`src/rtl/hilo_muldiv.sv`:
```
// HI/LO register owner with a multi-cycle multiplier and a restoring divider.
// Multiplies take MUL_CYCLES cycles, divides take 33 cycles (32 steps plus a sign fix-up).
module hilo_muldiv #(
  parameter int unsigned MUL_CYCLES = 4
) (
  input  logic        clk,
  input  logic        rst,
  input  logic        start,
  input  logic [1:0]  op,
  input  logic [31:0] a,
  input  logic [31:0] b,
  input  logic        mf_req,
  input  logic        hilo_sel,
  input  logic        we_hi,
  input  logic        we_lo,
  input  logic [31:0] wd,
  output logic [31:0] rd_hilo,
  output logic [31:0] hi,
  output logic [31:0] lo,
  output logic        busy,
  output logic        stall,
  output logic        dbz
);

  typedef enum logic [1:0] {StIdle, StMul, StDiv} state_e;

  localparam logic [5:0] MulCnt = 6'(MUL_CYCLES);
  localparam logic [5:0] DivCnt = 6'd33;

  state_e      state_q, state_d;
  logic [5:0]  cnt_q, cnt_d;
  logic [31:0] a_q, a_d, b_q, b_d;
  logic [1:0]  op_q, op_d;
  logic [31:0] hi_q, hi_d, lo_q, lo_d;
  logic [31:0] rem_q, rem_d, quo_q, quo_d;
  logic        dbz_q, dbz_d;

  logic [63:0] mul_a, mul_b, product;
  logic        neg_a, neg_b;
  logic [31:0] mag_b, quo_fix, rem_fix;
  logic [32:0] shifted, diff;

  // op[0] marks the signed variants of both multiply and divide.
  assign neg_a   = op_q[0] & a_q[31];
  assign neg_b   = op_q[0] & b_q[31];
  assign mul_a   = {{32{neg_a}}, a_q};
  assign mul_b   = {{32{neg_b}}, b_q};
  assign product = mul_a * mul_b;

  assign mag_b   = neg_b ? -b_q : b_q;
  assign shifted = {rem_q, quo_q[31]};
  assign diff    = shifted - {1'b0, mag_b};
  assign quo_fix = (neg_a ^ neg_b) ? -quo_q : quo_q;
  assign rem_fix = neg_a ? -rem_q : rem_q;

  always_comb begin
    state_d = state_q;
    cnt_d   = cnt_q;
    a_d     = a_q;
    b_d     = b_q;
    op_d    = op_q;
    hi_d    = hi_q;
    lo_d    = lo_q;
    rem_d   = rem_q;
    quo_d   = quo_q;
    dbz_d   = 1'b0;
    case (state_q)
      StIdle: begin
        if (start) begin
          a_d   = a;
          b_d   = b;
          op_d  = op;
          rem_d = '0;
          // The dividend register shifts out one bit per step and fills with quotient bits.
          quo_d = (op[0] & a[31]) ? -a : a;
          if (op[1]) begin
            cnt_d   = DivCnt;
            state_d = StDiv;
          end else begin
            cnt_d   = MulCnt;
            state_d = StMul;
          end
        end else begin
          if (we_hi) hi_d = wd;
          if (we_lo) lo_d = wd;
        end
      end
      StMul: begin
        cnt_d = cnt_q - 6'd1;
        if (cnt_q == 6'd1) begin
          {hi_d, lo_d} = product;
          state_d      = StIdle;
        end
      end
      StDiv: begin
        cnt_d = cnt_q - 6'd1;
        if (cnt_q == 6'd1) begin
          state_d = StIdle;
          if (b_q == '0) begin
            dbz_d = 1'b1;
          end else begin
            lo_d = quo_fix;
            hi_d = rem_fix;
          end
        end else if (!diff[32]) begin
          rem_d = diff[31:0];
          quo_d = {quo_q[30:0], 1'b1};
        end else begin
          rem_d = shifted[31:0];
          quo_d = {quo_q[30:0], 1'b0};
        end
      end
      default: state_d = StIdle;
    endcase
  end

  always_ff @(posedge clk) begin
    if (rst) begin
      state_q <= StIdle;
      cnt_q   <= '0;
      a_q     <= '0;
      b_q     <= '0;
      op_q    <= '0;
      hi_q    <= '0;
      lo_q    <= '0;
      rem_q   <= '0;
      quo_q   <= '0;
      dbz_q   <= 1'b0;
    end else begin
      state_q <= state_d;
      cnt_q   <= cnt_d;
      a_q     <= a_d;
      b_q     <= b_d;
      op_q    <= op_d;
      hi_q    <= hi_d;
      lo_q    <= lo_d;
      rem_q   <= rem_d;
      quo_q   <= quo_d;
      dbz_q   <= dbz_d;
    end
  end

  assign busy    = (state_q != StIdle);
  assign stall   = busy & (start | mf_req | we_hi | we_lo);
  assign hi      = hi_q;
  assign lo      = lo_q;
  assign dbz     = dbz_q;
  assign rd_hilo = hilo_sel ? hi_q : lo_q;

endmodule

```
`config.mk`:
```
export PLATFORM = sky130hd
export DESIGN_NAME = hilo_muldiv
export DESIGN_NICKNAME = d
export VERILOG_FILES = /design/src/rtl/hilo_muldiv.sv
export SDC_FILE = /design/constraint.sdc
export NUM_CORES = 2
export LEC_CHECK = 0
export CORE_ASPECT_RATIO = 1.2
export CORE_UTILIZATION = 35
export CTS_CLUSTER_DIAMETER = 60
export DETAILED_ROUTE_END_ITERATION = 7
export SYNTH_ARGS = -nofsm -noshare
export SYNTH_HDL_FRONTEND = slang
export SYNTH_SLANG_ARGS = --single-unit
```
`constraint.sdc`:
```
create_clock -name clk -period 13.9 [get_ports clk]
set_input_delay 3.475 -clock clk [delete_from_list [all_inputs] [get_ports clk]]
set_output_delay 3.475 -clock clk [all_outputs]
set_load 0.03 [all_outputs]
```
# Word level (Yosys, flattened, before mapping)
# Index checks and enable logic that the tools add are counted.
[totals]
ff_bits = 202
input_bits = 105
out_inout_bits = 99
wordCells = 86
[op_classes]
n_addsub = 6
mul = 1
n_eq_ne = 12
n_mux = 33
bitwise_logic = 10
n_reduce_logical = 14
[op_table]
columns = ["operator", "n"]
rows = [
  ["2-to-1 mux 32 bit", 20],
  ["case mux 32 bit (3 select lines)", 2],
  ["negator 32 bit", 4],
  ["case mux 32 bit (2 select lines)", 2],
  ["multiplier 33 x 33 -> 64 bit", 1],
  ["subtractor 33 x 32 -> 33 bit", 1],
  ["zero test 32 bit", 1],
  ["!= test 2 bit, second input constant", 8],
  ["2-to-1 mux 6 bit", 2],
  ["case mux 6 bit (2 select lines)", 1],
  ["AND reduction 6 bit", 2],
  ["== test 6 x 1 -> 1 bit, second input constant", 1],
  ["2-to-1 mux 2 bit", 3],
  ["AND reduction 2 bit", 3],
  ["nonzero test 2 bit", 3],
  ["subtractor 6 x 1 -> 6 bit, second input constant", 1],
  ["bitwise AND 1 bit", 4],
  ["case mux 2 bit (2 select lines)", 1],
  ["OR 1 bit", 3],
  ["AND reduction 3 bit", 1],
  ["nonzero test 3 bit", 1],
  ["OR reduction 3 bit", 1],
  ["== test 2 x 1 -> 1 bit, second input constant", 1],
  ["== test 2 bit, second input constant", 1],
  ["6 further kinds", 8],
]

# Longest topological paths before layout
[logic_depth]
depth_word = 6
depth_mapped = 33

# Worst setup path after synthesis
# No wires, ideal clock.
[synth_path]
path_type = "register -> register"
from = "register a_q[31]"
to = "register hi_q[28] (netlist: hi[28])"
arrival_ns = 8.510
required_time_ns = 13.830
slack_ns = 5.320
path_stages_with_launch = 31
n_path_buf = 4
synth_period_minus_slack_ns = 8.580
cell_sequence = "dfxtp_1 clkbuf_1 and2_1 clkbuf_1 clkbuf_1 clkbuf_1 nand2_1 inv_1 fa_1 inv_1 fa_1 inv_1 fa_1 fa_1 inv_1 fa_1 inv_1 fa_1 inv_1 fa_1 fa_1 inv_1 ha_1 o21ai_0 nand2b_1 or3_1 o211ai_2 o21ai_0 mux2_2 or4_1 a21oi_1"
[synth_via]
elab_chain_cells = 5
[synth_lines]
columns = ["element", "line", "rtl"]
rows = [
  ["start: declaration", "32", "logic [31:0] a_q, a_d, b_q, b_d;"],
  ["start signal: assignment", "121", "a_q <= '0;"],
  ["start signal: assignment", "132", "a_q <= a_d;"],
  ["parallel branches: the longest is 4 deep, another holds multiplier 33 x 33 -> 64 bit", "-", ""],
  ["case mux 32 bit (3 select lines) (*)", "67", "case (state_q)"],
  ["end signal: assignment", "135", "hi_q <= hi_d;"],
  ["end: declaration", "34", "logic [31:0] hi_q, hi_d, lo_q, lo_d;"],
]
# Every way passes the cells marked *. The select of a mux whose other input is x is not followed.
# A chain may end at the register's enable or synchronous reset.

# Final worst setup path
# Same ends and word-level chain as after synthesis.

==> metrics <==
ys async rst share 0; Yosys reg bits 202; post-layout min period 9.95 ns; R2R Path Start a_q[31]$_SDFFE_PP0P_; total leakage power 26.0 nW; R2R Setup Slk 3.95 ns; Final Slew Violations 0; Avg Cell Area, Syn 8.50 um^2; starting density of the core 0.354; die height 422 um; Overflow after GRT 0; Fin. Hold Viols 0; Die ar. 149000 um^2; TritonCTS clock tree done; CTS root buf clkbuf_16; Hold Crit Depth 2; share of layout cells above drive strength 1 0.0351; clock tree buffer depth 3; CP Data Required Time 14.42 ns; Multi-input gate area 41600 um^2; FF+latch area 4060 um^2; Routed WL per cell 20.4 um; most used cell, CP fa_1; # resized after CTS 0; CP Capture Type flop; setup violators final 0; Worst Clk Skew 0.0280 ns; post-synthesis cell area 51500 um^2; largest net degree at the start of global routing 73; worst path buffer plus inverter count 7; Worst EP arrival 10.47 ns; hold worst-path end a_q[13]$_SDFFE_PP0P_; post-route ant nets 0; Syn Nets 7547; total of max-cap violations 0; Initial DRC Count 2982; Mapped Cells 6062; vias in the first global route 44129; power per cell area 66.1 nW/um^2; post-route insts no fill 7950; Core Box Area 145000 um^2; DR vias 41453; fmax 100 MHz; CP max-delay cell fa_1; Hold-fix buffers, CTS 0; Worst Path Max Fanout 53; post-CTS setup buffer count 0; Syn. warnings 0; number of remaining DRC errors 0; TritonCTS buffer count 26; first-pass GRT wire length 259000 um; RSZ-0062 raised after global routing no; Final Cycle Share 0.716; Post-Route WL 162000 um; type of the worst setup path flop to flop; status completed; Worst path max stage delay 0.62 ns; maximum VDD drop 81.9 uV; final core occ 0.385; GR Util All Layers 0.223; PortBufs 203; Max H-tree Level 1; Reg2Reg Depth 28; GP Congestion 0.951; Yosys cell types 85; Hold Crit Class flop to flop; RR Endpoint hi[28]$_SDFFE_PP0P_; ys flop type dfxtp_1; Num Clock Sinks 202; Hold WS 0.453 ns; drt pass-1 iters 8; I/O pin total 204; Final nets 7476; Final TNS setup 0 ns; Worst-Margin Slew 1.18 ns; clk_lat worst skew 0.59 ns; WP depth 28; CP delay by family, top adder cells; HP Start a_q[13]$_SDFFE_PP0P_; initial antenna violation count 6; Post-synth EDFFs 0; Die Width 352 um; Startpoint Class flop; area grow syn2layout 8.85%; Site Rows 153; # fillers 14974; Seq/Total Area, Yosys 0.0785; placed cell count 7900; Final HPWL DP 130000 um; Worst slew margin 0.212; Worst-path clk slew 0.07 ns; vias per std cell 5.21
## worst register-to-register path, delay by kind of cell (launching register included)
kind / cells / cell delay, ns
fa+ha+maj: 9 / 4.55
simple gates: 5 / 1.64
buf+inv: 7 / 1.58
compound gates: 6 / 1.47
mux: 1 / 0.36
flops: 1 / 0.31
## logic make-up after synthesis
family                   after synthesis  synth area share
multiplexers                          48            0.0101
flip-flops                           202            0.0785
XOR/XNOR                             207            0.0352
buffers and inverters               1554             0.114
adder cells (fa/ha/maj)             1380             0.499
AND/OR/NAND/NOR                     1889             0.168
AO/OA/AOI/OAI                        782            0.0950
## layer usage
layer	global-route usage	share of wire
met2	0.398	0.51
met5	0	0.000080
met3	0.0217	0.051
met1	0.275	0.39
met4	0.0850	0.042
## registers in the layout, summed over array words and instances (netlist names), 2 cells and up
| register | flops |
|---|---|
| b_q | 32 |
| rem_q | 32 |
| state_q | 2 |
| cnt_q | 6 |
| quo_q | 32 |
| a_q | 32 |
| hi | 32 |
| lo | 32 |
## synth_stat cells, drive strengths merged, types with 6 or more instances
library cell  number  area (um^2)
a21o              42          315
nand2b            30          188
nand4             22          138
o21a              12         90.1
or3               20          125
clkbuf           321         1200
nor3              49          250
buf               63          285
and2             356         2230
a32oi              7         61.3
o22ai             10         62.6
or4               15          120
o31a               6         52.6
nor2             228          856
nand2           1051         3960
and3              28          175
a21oi            317         1590
mux2i             15          150
nand3             27          135
nor2b             11         68.8
o221ai             6         52.6
o31ai             24          180
o211ai            30          230
ha               254         3180
or2               14         87.6
mux2              33          372
o21bai            16          120
a221oi            33          289
dfxtp            202         4040
xnor2            126         1100
o41ai             14          130
xor2              81          709
o21ai            155          776
nor4              20          146
inv             1170         4390
fa              1126        22500
nand3b             6         45.0
a31oi             20          125
a211oi            20          150
a21boi             8         60.1
a211o             14          123
o32ai              7         61.3
a311oi             7         67.6
## worst max path at each step
| stage | start | endpoint | slack, ns |
|---|---|---|---|
| after floorplan | a_q[31]$_SDFFE_PP0P_ | hi[28]$_SDFFE_PP0P_ | 5.32 |
| after global placement | a_q[31]$_SDFFE_PP0P_ | hi[28]$_SDFFE_PP0P_ | 4.30 |
| after detailed placement | a_q[31]$_SDFFE_PP0P_ | hi[28]$_SDFFE_PP0P_ | 4.03 |
| after CTS | a_q[31]$_SDFFE_PP0P_ | hi[28]$_SDFFE_PP0P_ | 4.02 |
| after global routing | a_q[31]$_SDFFE_PP0P_ | hi[28]$_SDFFE_PP0P_ | 3.47 |
| final | a_q[31]$_SDFFE_PP0P_ | hi[28]$_SDFFE_PP0P_ | 3.95 |
## power breakdown
part	leakage (nW)	total, mW	switching [mW]	internal, mW
clock	0.444	0.735	0.308	0.427
combinational	23.9	2.24	1.46	0.777
sequential	1.66	0.730	0.0959	0.634
total	26.0	3.70	1.87	1.84
## area by class of cell
cell class | instances | share of cell area
well taps | 1937 | 0.0432
clock buffers | 36 | 0.0130
repair buffers | 285 | 0.0473
multi-input cells | 4306 | 0.743
clock inverters | 11 | 0.00310
inverters | 1170 | 0.0783
diodes | 3 | 0.000134
flip-flops and latches | 202 | 0.0724
## cells in the final DEF (no fill, tap or decap), types with 126 or more instances in the layout
cell type,instances
nor2_1,227
and2_1,353
nand2_1,1047
fa_1,1126
a21oi_1,317
inv_1,1169
ha_1,251
clkdlybuf4s50_1,202
xnor2_1,126
o21ai_0,137
dfxtp_1,191
## per-stage QoR
stage                     power [mW]  instance area, um^2  worst slack [ns]
after floorplan                 2.15                51500              5.32
after global placement          2.94                55100              4.30
after detailed placement        2.96                55100              4.03
after CTS                       3.71                56000              4.02
after global routing            3.97                56100              3.47
final                           3.70                56100              3.95
Power figures use the tool's default switching activity.
